## config.mk

```make
export PLATFORM = sky130hd
export DESIGN_NAME = mmio_console
export DESIGN_NICKNAME = d
export VERILOG_FILES = /design/src/rtl/ice_risc_mmio_pkg.sv /design/src/rtl/uart_tx_8n1.sv /design/src/rtl/mmio_console.sv
export SDC_FILE = /design/constraint.sdc
export NUM_CORES = 1
export LEC_CHECK = 0
export BUFFER_PORTS_ARGS = -buffer_cell sky130_fd_sc_hd__buf_4
export CAP_MARGIN = 20
export CORE_UTILIZATION = 50
export DETAILED_ROUTE_END_ITERATION = 16
export PLACE_DENSITY = 0.76
export SYNTH_ARGS = -nofsm -noshare
export SYNTH_HDL_FRONTEND = slang
export SYNTH_SLANG_ARGS = --single-unit
```

## constraint.sdc

```tcl
create_clock -name iClk -period 3.45 [get_ports iClk]
set_clock_uncertainty 0.1 [all_clocks]
set_input_delay 0.1725 -clock iClk [delete_from_list [all_inputs] [get_ports iClk]]
set_output_delay 0.1725 -clock iClk [all_outputs]
set_load 0.005 [all_outputs]
```

## src/rtl/ice_risc_mmio_pkg.sv

```systemverilog
// Shared definitions for the MMIO console/halt peripheral: default register
// addresses and the UART serialiser state encoding.
package ice_risc_mmio_pkg;

  localparam logic [31:0] CONSOLE_ADDR_DEF = 32'h1000_0000;
  localparam logic [31:0] HALT_ADDR_DEF    = 32'h1000_0004;

  typedef enum logic [1:0] {
    ST_IDLE  = 2'd0,
    ST_START = 2'd1,
    ST_DATA  = 2'd2,
    ST_STOP  = 2'd3
  } tx_state_e;

endpackage

```

## src/rtl/uart_tx_8n1.sv

```systemverilog
// 8N1 UART serialiser with a valid/ready byte input; accepts a byte only
// while idle and drives the line from a registered output.
module uart_tx_8n1
  import ice_risc_mmio_pkg::*;
#(
  parameter int CLKS_PER_BIT = 4
) (
  input  logic       clk_i,
  input  logic       rst_i,
  input  logic       valid_i,
  input  logic [7:0] data_i,
  output logic       ready_o,
  output logic       tx_o
);

  localparam int CNT_W = (CLKS_PER_BIT > 1) ? $clog2(CLKS_PER_BIT) : 1;
  localparam logic [CNT_W-1:0] CNT_LAST = CNT_W'(CLKS_PER_BIT - 1);

  tx_state_e        state_q;
  logic [CNT_W-1:0] cnt_q;
  logic [2:0]       bit_q;
  logic [7:0]       shift_q;
  logic             tx_q;

  always_ff @(posedge clk_i) begin
    if (rst_i) begin
      state_q <= ST_IDLE;
      tx_q    <= 1'b1;
      cnt_q   <= '0;
      bit_q   <= '0;
    end else begin
      case (state_q)
        ST_IDLE: begin
          if (valid_i) begin
            shift_q <= data_i;
            state_q <= ST_START;
            tx_q    <= 1'b0;
            cnt_q   <= '0;
          end
        end
        ST_START: begin
          if (cnt_q == CNT_LAST) begin
            state_q <= ST_DATA;
            tx_q    <= shift_q[0];
            bit_q   <= '0;
            cnt_q   <= '0;
          end else begin
            cnt_q <= cnt_q + 1'b1;
          end
        end
        ST_DATA: begin
          if (cnt_q == CNT_LAST) begin
            cnt_q <= '0;
            if (bit_q == 3'd7) begin
              state_q <= ST_STOP;
              tx_q    <= 1'b1;
            end else begin
              bit_q <= bit_q + 3'd1;
              tx_q  <= shift_q[bit_q + 3'd1];
            end
          end else begin
            cnt_q <= cnt_q + 1'b1;
          end
        end
        ST_STOP: begin
          if (cnt_q == CNT_LAST) begin
            state_q <= ST_IDLE;
            cnt_q   <= '0;
          end else begin
            cnt_q <= cnt_q + 1'b1;
          end
        end
        default: begin
          state_q <= ST_IDLE;
          tx_q    <= 1'b1;
          cnt_q   <= '0;
        end
      endcase
    end
  end

  assign ready_o = (state_q == ST_IDLE);
  assign tx_o    = tx_q;

endmodule

```

## src/rtl/mmio_console.sv

```systemverilog
// Store-port snooper: decodes console/halt stores, buffers console bytes in
// a small FIFO feeding the UART serialiser, and keeps sticky halt/overflow.
module mmio_console
  import ice_risc_mmio_pkg::*;
#(
  parameter logic [31:0] CONSOLE_ADDR = CONSOLE_ADDR_DEF,
  parameter logic [31:0] HALT_ADDR    = HALT_ADDR_DEF,
  parameter int          FIFO_DEPTH   = 8,
  parameter int          CLKS_PER_BIT = 4
) (
  input  logic        iClk,
  input  logic        iRst,
  input  logic [31:0] iWriteAddr,
  input  logic [31:0] iWriteData,
  input  logic [3:0]  iWstrb,
  output logic        oTx,
  output logic        oHalt,
  output logic [7:0]  oHaltCode,
  output logic        oOverflow,
  output logic        oDrained
);

  localparam int PTR_W = $clog2(FIFO_DEPTH);
  localparam int CNT_W = PTR_W + 1;
  localparam logic [CNT_W-1:0] CNT_FULL = CNT_W'(FIFO_DEPTH);

  logic [7:0]       mem_q [FIFO_DEPTH];
  logic [PTR_W-1:0] wr_ptr_q, wr_ptr_d;
  logic [PTR_W-1:0] rd_ptr_q, rd_ptr_d;
  logic [CNT_W-1:0] count_q, count_d;
  logic             halt_q, halt_d;
  logic [7:0]       code_q, code_d;
  logic             ovf_q, ovf_d;

  logic console_we, halt_we, full, push, pop, tx_ready;
  logic unused_bits;

  assign unused_bits = ^{iWriteData[31:8], iWstrb[3:1]};

  assign console_we = iWstrb[0] && (iWriteAddr == CONSOLE_ADDR);
  assign halt_we    = iWstrb[0] && (iWriteAddr == HALT_ADDR);
  assign full       = (count_q == CNT_FULL);
  assign pop        = (count_q != '0) && tx_ready;
  // A pop on the same edge frees the slot, so a push into a full FIFO is kept.
  assign push       = console_we && (!full || pop);

  always_comb begin
    wr_ptr_d = wr_ptr_q;
    rd_ptr_d = rd_ptr_q;
    count_d  = count_q;
    halt_d   = halt_q;
    code_d   = code_q;
    ovf_d    = ovf_q;
    if (push) wr_ptr_d = wr_ptr_q + 1'b1;
    if (pop)  rd_ptr_d = rd_ptr_q + 1'b1;
    case ({push, pop})
      2'b10:   count_d = count_q + 1'b1;
      2'b01:   count_d = count_q - 1'b1;
      default: count_d = count_q;
    endcase
    if (console_we && !push) ovf_d = 1'b1;
    if (halt_we && !halt_q) begin
      halt_d = 1'b1;
      code_d = iWriteData[7:0];
    end
  end

  always_ff @(posedge iClk) begin
    if (iRst) begin
      wr_ptr_q <= '0;
      rd_ptr_q <= '0;
      count_q  <= '0;
      halt_q   <= 1'b0;
      code_q   <= '0;
      ovf_q    <= 1'b0;
    end else begin
      wr_ptr_q <= wr_ptr_d;
      rd_ptr_q <= rd_ptr_d;
      count_q  <= count_d;
      halt_q   <= halt_d;
      code_q   <= code_d;
      ovf_q    <= ovf_d;
    end
  end

  always_ff @(posedge iClk) begin
    if (push) mem_q[wr_ptr_q] <= iWriteData[7:0];
  end

  uart_tx_8n1 #(
    .CLKS_PER_BIT(CLKS_PER_BIT)
  ) u_tx (
    .clk_i  (iClk),
    .rst_i  (iRst),
    .valid_i(count_q != '0),
    .data_i (mem_q[rd_ptr_q]),
    .ready_o(tx_ready),
    .tx_o   (oTx)
  );

  assign oHalt     = halt_q;
  assign oHaltCode = code_q;
  assign oOverflow = ovf_q;
  assign oDrained  = halt_q && (count_q == '0) && tx_ready;

endmodule

```

# Yosys cells after proc, flatten, opt, wreduce, memory -nomap -nowiden

Memories as Yosys holds them, arrays and structs flattened. A register that Yosys moved wholly into a read port is not among the register bits.
Cells that the tools add are included.

Shift operators: 0
Multiplexer cells: 23
Multipliers: 0
Magnitude comparators: 1
Reductions and logical operators: 23
Divide/modulo/power cells: 0
Equality and inequality tests: 16
Bitwise logic cells: 1
$add $sub $neg: 6

Operators with widths:

| cell                   | count |
|---|---|
| $eq A32 B29 Y1 const B | 2 |
| $mux W2                | 7 |
| $ne A2 B1 Y1 const B   | 5 |
| $add A3 B1 Y3 const B  | 3 |
| $mux W3                | 3 |
| $eq A2 B2 Y1 const B   | 4 |
| $logic_and A1 B1 Y1    | 8 |
| $pmux W2 S4            | 1 |
| $pmux W4 S2            | 1 |
| $reduce_and A4 Y1      | 2 |
| $mux W1                | 7 |
| $pmux W3 S2            | 1 |
| $reduce_and A5 Y1      | 1 |
| $add A4 B1 Y4 const B  | 1 |
| $eq A2 B1 Y1 const B   | 2 |
| $eq A4 B4 Y1 const B   | 1 |
| $logic_not A4 Y1       | 1 |
| $lt A3 B4 Y1 const B   | 1 |
| $pmux W2 S2            | 1 |
| $reduce_bool A2 Y1     | 2 |
| $reduce_bool A4 Y1     | 1 |
| $sub A4 B1 Y4 const B  | 1 |
| $bmux W1 S3            | 1 |
| $eq A3 B3 Y1 const B   | 1 |
| 10 further kinds       | 12 |

Memory bits (read-only): 0
Bits in writable memories: 64
Word-level logic and storage cells: 81
Flip-flop bits (word level): 28
Output and inout port bits: 12
Input bits: 70
Latch bits: 0
Memories: 1

Memory list:

| memory | words | width | read ports | clocked after Yosys merged registers in | wr ports | RTL line           | source |
|---|---|---|---|---|---|---|---|
| mem_q  | 8     | 8     | 1          | 1                                       | 1        | mmio_console.sv:27 | `logic [7:0] mem_q [FIFO_DEPTH];` |

# Longest topological paths before layout

Gate-level depths: netlist of run 1.

Word-level depth: 6
Depth in mapped cells: 11
Depth with buffers taken out: 11

# Hierarchy

From an unflattened synthesis of run 1, not the netlist that was laid out.

Cell total of the unflattened synthesis: 286
Area, all modules: 4,388.0 um^2

By module, submodules not included:

| module       | seq. area each (um^2) | cells an instance | area an instance (um^2) | instances |
|---|---|---|---|---|
| mmio_console | 2,382.3               | 219               | 3,560.9                 | 1 |
| uart_tx_8n1  | 400.4                 | 67                | 827.0                   | 1 |

# Least setup slack after synthesis of run 1

Ideal clock, no wire load.

Path type: flip-flop to flip-flop
From: register u_tx.state_q[0]
To: register count_q[3]
Stages on the path, launching flop included: 12
Library setup time: 0.123 ns
Path buffers: 0
Required time: 3.227 ns
Setup slack: 0.792 ns
Arrival: 2.435 ns
Period minus slack after synthesis: 2.658 ns
Cell sequence: dfxtp_1 > inv_1 > ha_1 > nor2b_1 > o31ai_1 > inv_1 > ha_1 > a21o_1 > a21oi_1 > o311ai_0 > o31ai_2 > mux2_1

Cells in the longest elaborated chain, start to end: 6
Elaborated cells between the ends (all ways): 8
Those cells by class: 2 x eq/ne; 1 x mux; 5 x reduce/logical

Ends and longest elaborated chain:

| element                                                  | RTL line           | source |
|---|---|---|
| from (decl)                                              | uart_tx_8n1.sv:19  | `tx_state_e state_q;` |
| from (signal assigned)                                   | uart_tx_8n1.sv:27  | `state_q <= ST_IDLE;` |
| from (signal assigned)                                   | uart_tx_8n1.sv:36  | `state_q <= ST_START;` |
| from (signal assigned)                                   | uart_tx_8n1.sv:43  | `state_q <= ST_DATA;` |
| $logic_not A2 Y1 (*)                                     | uart_tx_8n1.sv:82  | `assign ready_o = (state_q == ST_IDLE);` |
| $logic_and A1 B1 Y1 (*)                                  | mmio_console.sv:43 | `assign pop = (count_q != '0) && tx_ready;` |
| $logic_or A1 B1 Y1                                       | mmio_console.sv:45 | `assign push = console_we && (!full \|\| pop);` |
| $logic_and A1 B1 Y1                                      | mmio_console.sv:45 |  |
| $eq A2 B1 Y1 / $eq A2 B2 Y1 (equally long branches)      | mmio_console.sv:56 | `case ({push, pop})` |
| $pmux W4 S2 / $reduce_bool A2 Y1 (equally long branches) | --                 |  |
| to (signal assigned)                                     | mmio_console.sv:79 | `count_q <= count_d;` |
| to (decl)                                                | mmio_console.sv:30 | `logic [CNT_W-1:0] count_q, count_d;` |

Mark *: on every way between the ends. The rest lies on a longest branch, timed or not.
A chain may end at the register's enable or synchronous reset.

# Worst setup path after layout of run 1

Ends and elaborated chain as after synthesis.

==> flow_summary.ini, run 1 <==
[place]
gp_congestion = 0.8500
placed_area_sq_um = 4877
portBuffers = 54
dp_hpwl_microns = 5427
place_ws_ns = 0.3907
placed_cells_incl_taps = 441

[detailed_routing]
post-route-drc-count = 0
wl_per_cell_microns = 17.05
drtIter0Drc = 104
vias = 2541
drtAntennaViolNets = 0
first_pass_iters = 4
vias_per_cell = 5.465
wirelength_microns = 7927

[clock_tree]
cts_buffers = 9
cts.clk_slew.worst_paths_ns = 0.10
post_cts_buffers = 0
cts_max_path_buffers = 2
h-tree-depth = 3
cts_tree = yes
clock_sinks = 100
cts_root_buffer = clkbuf_8
clkLatencyLatePin_ns = 0.37
ctsResizeCount = 0

[grt]
grt_max_degree = 34
antenna_found_initial = 0
grt_pass1_wl_microns = 12800
grt_pass1_vias = 2524
grt_usage_pct = 19.85
overflow = 0

[yosys]
synth.avg_cell_area_sq_um = 15.30
ys_ff_latch = 100
yosysSeqAreaShare_pct = 63.53
syn_inst = 280
ys_types = 43
yosys_warnings = 0
synth_area_sq_um = 4285
syn-num-nets = 364

[cells_and_area]
multiInputGateArea_sq_um = 1501
drive_gt1_share_pct = 34.72
fillers = 621
nets = 439
finalNonFillerCells = 465
finalInstanceArea_sq_um = 5161
area_growth_pct = 20.44
antenna_cells = 0
register_area_sq_um = 2723
utilization_pct = 62.50

[timing]
worst_slew_pin_slew_ns = 0.8524
rsz0062_at_grt = no
setup_violations = 0
slew_headroom_pct = 43.09
slew_viol_final = 0
fin_crit_ns = 2.813
post-route-period-util_pct = 81.54
whs_ns = 0.08917
totalNegativeSetupSlack_ns = 0
worst_slack_ns = 0.6370
fmax_mhz = 355.5
finalHoldViolCount = 0

[min_path]
worstHoldStart = iWriteAddr[2]
min_path_type = in -> reg

[run_status]
status = finished clean

[floorplan]
dieArea_sq_um = 8945
die_h_microns = 94.58
ios = 82
coreArea_sq_um = 8258
start_util_pct = 51.89
num_rows = 33
die_w_microns = 94.58

[power]
vdd_drop_max_mv = 0.4355
report.power.total_mw = 2.988
p_leak_nw = 1.857
powerDensity_nw_per_um2 = 578.9

[setup_path]
required_ns = 3.60
crit_path_start_kind = register
critPathKind = reg -> reg
crit_fanout = 6
crit_path_start = u_tx.state_q[0]
cp.arrival_ns = 2.97
r2r_start = u_tx.state_q[0]
crit_path_end_kind = register

[job]
max-cap-violations = 0
Yosys cell counts, drive strengths merged:
master	number	share of area (%)
mux2	12	3.2
mux2i	11	2.6
a21o	2	0.35
nor2b	3	0.44
nor3b	2	0.47
nor2	39	3.4
nand2b	4	0.58
nand3b	1	0.18
buf	4	0.44
nand2	6	0.53
nor3	5	0.58
o41ai	1	0.20
o31ai	2	0.47
o21ai	4	0.47
fa	1	0.47
and2	1	0.15
a21boi	1	0.26
or3	1	0.18
xnor2	1	0.20
nor4b	2	0.90
inv	7	0.61
or4	1	0.26
edfxtp	72	50
ha	13	3.8
mux4	18	9.5
and2b	1	0.18
a22oi	3	0.53
nor4	11	2.4
a211o	1	0.20
xor2	2	0.41
and3	1	0.15
nand4	2	0.58
dfxtp	28	13
a21oi	10	1.2
clkbuf	6	0.53
o311ai	1	0.20
worst max-delay path, cell delays in order (launching register included):
cell,delay [ns]
dfxtp_1,0.43
inv_1,0.11
ha_1,0.28
nor2b_1,0.17
o31ai_1,0.15
inv_1,0.14
ha_1,0.31
a21o_1,0.17
a21oi_1,0.21
o311ai_0,0.20
o31ai_2,0.10
mux2_1,0.33
power breakdown:
| part | internal [mW] | switching [mW] | total, mW |
|---|---|---|---|
| Clock | 0.291 | 0.442 | 0.732 |
| Combinational | 0.416 | 0.380 | 0.796 |
| Sequential | 1.38 | 0.0786 | 1.46 |
| Total | 2.09 | 0.901 | 2.99 |
cell families after synthesis:
| group | after synthesis | synth area share [%] |
|---|---|---|
| buf+inv | 17 | 1.577 |
| flops | 100 | 63.53 |
| fa+ha+maj | 14 | 4.263 |
| xor+xnor | 3 | 0.6133 |
| simple gates | 80 | 10.98 |
| compound gates | 25 | 3.854 |
| mux | 41 | 15.18 |
worst paths after layout:
check | endpoint | slack [ns] | cells past startpoint
setup / recovery | count_q[3] | 0.64 | 11
hold / removal | wr_ptr_q[2] | 0.09 | 4
hold reg to reg | u_tx.tx_o | 0.38 | 2
setup reg to reg | count_q[3] | 0.64 | 11
sequential cells by signal, summed over array words and instances (netlist names):
name and count:
rd_ptr_q 3, u_tx.shift_q 8, oHalt 1, wr_ptr_q 3
oOverflow 1, mem_q 64, u_tx.bit_q 3, count_q 4
u_tx.state_q 2, u_tx.cnt_q 2, u_tx.tx_o 1, oHaltCode 8
layer usage:
metal	part of all wire [%]	GRT usage, %
met5	0	0
met4	1.1	5.808
met3	3.4	5.072
met2	53	34.66
met1	42	24.35
cells in the final DEF, fill, tap and decap left out, types with 3 or more instances in the layout:
| cell type | n |
|---|---|
| a21oi_1 | 10 |
| a22oi_1 | 3 |
| buf_4 | 66 |
| clkbuf_8 | 9 |
| dfxtp_1 | 28 |
| dlygate4sd3_1 | 8 |
| edfxtp_1 | 72 |
| ha_1 | 13 |
| inv_1 | 7 |
| inv_8 | 3 |
| mux2_2 | 11 |
| mux2i_1 | 11 |
| mux4_2 | 18 |
| nand2_1 | 6 |
| nand2b_1 | 4 |
| nor2_1 | 39 |
| nor2b_1 | 3 |
| nor3_1 | 5 |
| nor4_1 | 6 |
| nor4_2 | 4 |
| o21ai_0 | 4 |
area by class of cell:
class | count | share of cell area [%]
repair buffers | 74 | 11.15
clock buffers | 9 | 2.400
multi-input cells | 163 | 29.09
inverters | 7 | 0.5091
flip-flops and latches | 100 | 52.75
well taps | 105 | 2.545
clock inverters | 7 | 1.552
repair_timing:
action | in CTS | in global routing
endpoints found under the setup margin | 0 | 0
hold buffers | 8 | 0
hold endpoints to repair | 66 | 0
(Power assumes the default switching activity.)
==> inputs of run 2 (changes only) <==
--- a/config.mk
+++ b/config.mk
@@ -9,7 +9,7 @@
 export CAP_MARGIN = 20
 export CORE_UTILIZATION = 50
 export DETAILED_ROUTE_END_ITERATION = 16
-export PLACE_DENSITY = 0.76
+export PLACE_DENSITY = 0.79
 export SYNTH_ARGS = -nofsm -noshare
 export SYNTH_HDL_FRONTEND = slang
 export SYNTH_SLANG_ARGS = --single-unit
==> constraint.sdc (replaced) <==
create_clock -name iClk -period 2.4 [get_ports iClk]
set_clock_uncertainty 0.1 [all_clocks]
set_input_delay 0.12 -clock iClk [delete_from_list [all_inputs] [get_ports iClk]]
set_output_delay 0.12 -clock iClk [all_outputs]
set_load 0.005 [all_outputs]
==> run 2 against run 1 <==
  * Sequential power increased by 41%
  * Cell area increased by 3.2%
  * Non-clock buffer count increased by 10
  * Critical path depth decreased by 1
  * Clock power increased by 58%
  * Core utilization increased by 2.0 points
  * Sequential cell count unchanged
  * Global-route usage increased by 0.80 points
==> flow_summary.ini, run 2 (synthesis results as in run 1) <==
[grt]
grt_pass1_wl_microns = 13290
grt_pass1_vias = 2625
grt_usage_pct = 20.64
antenna_found_initial = 0
overflow = 0
grt_max_degree = 34

[cells_and_area]
area_growth_pct = 24.23
layout_common_cells = buf_4 (76), edfxtp_1 (72), nor2_1 (39)
finalInstanceArea_sq_um = 5324
largest-register = mem_q
utilization_pct = 64.47
largest_reg_flops = 64
antenna_cells = 0
drive_gt1_share_pct = 39.19
nets = 449
final_common_cell = buf_4
fillers = 608

[detailed_routing]
drtIter0Drc = 89
drtAntennaViolNets = 0
vias = 2600
wirelength_microns = 8274
first_pass_iters = 4
wl_per_cell_microns = 17.42
vias_per_cell = 5.474
post-route-drc-count = 0

[timing]
fin_crit_ns = 2.306
post-route-period-util_pct = 96.10
whs_ns = 0.05475
setup_violations = 0
slew_headroom_pct = 57.10
slew_viol_final = 0
fmax_mhz = 433.6
finalHoldViolCount = 0
worst_slew_pin_slew_ns = 0.6412

[setup_path]
cp_top_family = compound AO/OA/AOI/OAI gates
cp_slowest_stage_delay_ns = 0.38
crit_fanout = 5
crit_buf_inv = 1
crit_path_start_kind = register
critPathKind = reg -> reg
required_ns = 2.56
path_cells = nor4_4 -> nor2b_4 -> o31ai_4 -> inv_2 -> ha_4 -> a21o_1 -> a21oi_2 -> o311ai_2 -> o31ai_2 -> mux2_1
cp.arrival_ns = 2.47
crit_path_end_kind = register
slowest_stage = dfxtp_4

[min_path]
min_path_type = in -> reg

[place]
gp_congestion = 0.7506
placed_area_sq_um = 4979
dp_hpwl_microns = 5457
portBuffers = 54

[floorplan]
die_h_microns = 94.58
num_rows = 33
start_util_pct = 51.89
ios = 82
coreArea_sq_um = 8258
dieArea_sq_um = 8945
die_w_microns = 94.58

[power]
p_leak_nw = 1.926
vdd_drop_max_mv = 0.4938
powerDensity_nw_per_um2 = 867.8

[job]
max-cap-violations = 0

[clock_tree]
clock_sinks = 100
cts_max_path_buffers = 2
cts.clk_slew.worst_paths_ns = 0.11
cts_tree = yes
cts_buffers = 9
clkLatencyLatePin_ns = 0.37
cts_root_buffer = clkbuf_8
h-tree-depth = 3

[run_status]
status = finished clean
[run 2: final timing paths]
path,to,cells past startpoint,slack (ns),from
setup / recovery,count_q[3],10,0.09,count_q[3]
hold / removal,oHalt,2,0.05,iRst
setup reg to reg,count_q[3],10,0.09,count_q[3]
hold reg to reg,oOverflow,2,0.38,oOverflow
[run 2: report_power, final]
group | switching [mW] | internal (mW) | leakage [nW] | total [mW]
combinational | 0.671 | 0.726 | 0.934 | 1.40
clock | 0.641 | 0.524 | 0.114 | 1.16
sequential | 0.0694 | 1.99 | 0.877 | 2.06
[run 2: routing by layer]
layer	part of all wire (%)	track usage [%]	wire, microns
met5	0	0	0
met4	0.71	4.924	59
met3	2.8	5.233	231
met2	55	37.14	4538
met1	42	24.84	3446
[run 2: worst reg2reg max path, stage by stage, from the launching register on]
cell      delay [ns]
dfxtp_4         0.38
nor4_4          0.37
nor2b_4         0.09
o31ai_4         0.07
inv_2           0.09
ha_4            0.23
a21o_1          0.18
a21oi_2         0.15
o311ai_2        0.12
o31ai_2         0.08
mux2_1          0.34
[run 2: what timing repair did]
item,in CTS,in global routing
pin swaps,1,4
hold buffers,8,0
gates cloned,0,0
endpoints found under the setup margin,1,1
hold endpoints to repair,72,0
resized for setup,1,6
buffers inserted,0,1
[run 2: layout make-up]
cell class                 instances  area (sq um)  area share [%]
multi-input combinational        163          1564           29.38
tap                              105         131.4           2.468
clock inverter                     7         100.1           1.880
sequential                       100          2728           51.23
clock buffer                       9         123.9           2.327
timing repair buffer              84         650.6           12.22
inverter                           7         26.28          0.4935
[run 2: per-stage QoR]
step           instances  power, mW  worst slack, ns  setup TNS [ns]
5_1_grt              475      4.869        -0.006885       -0.006885
4_1_cts              474      4.606         0.004858               0
2_1_floorplan        280      3.028          0.01009               0
6_report             475      4.620          0.09366               0
3_3_place_gp         450      3.368         -0.05450        -0.05450
3_5_place_dp         450      3.422          -0.1272         -0.2173
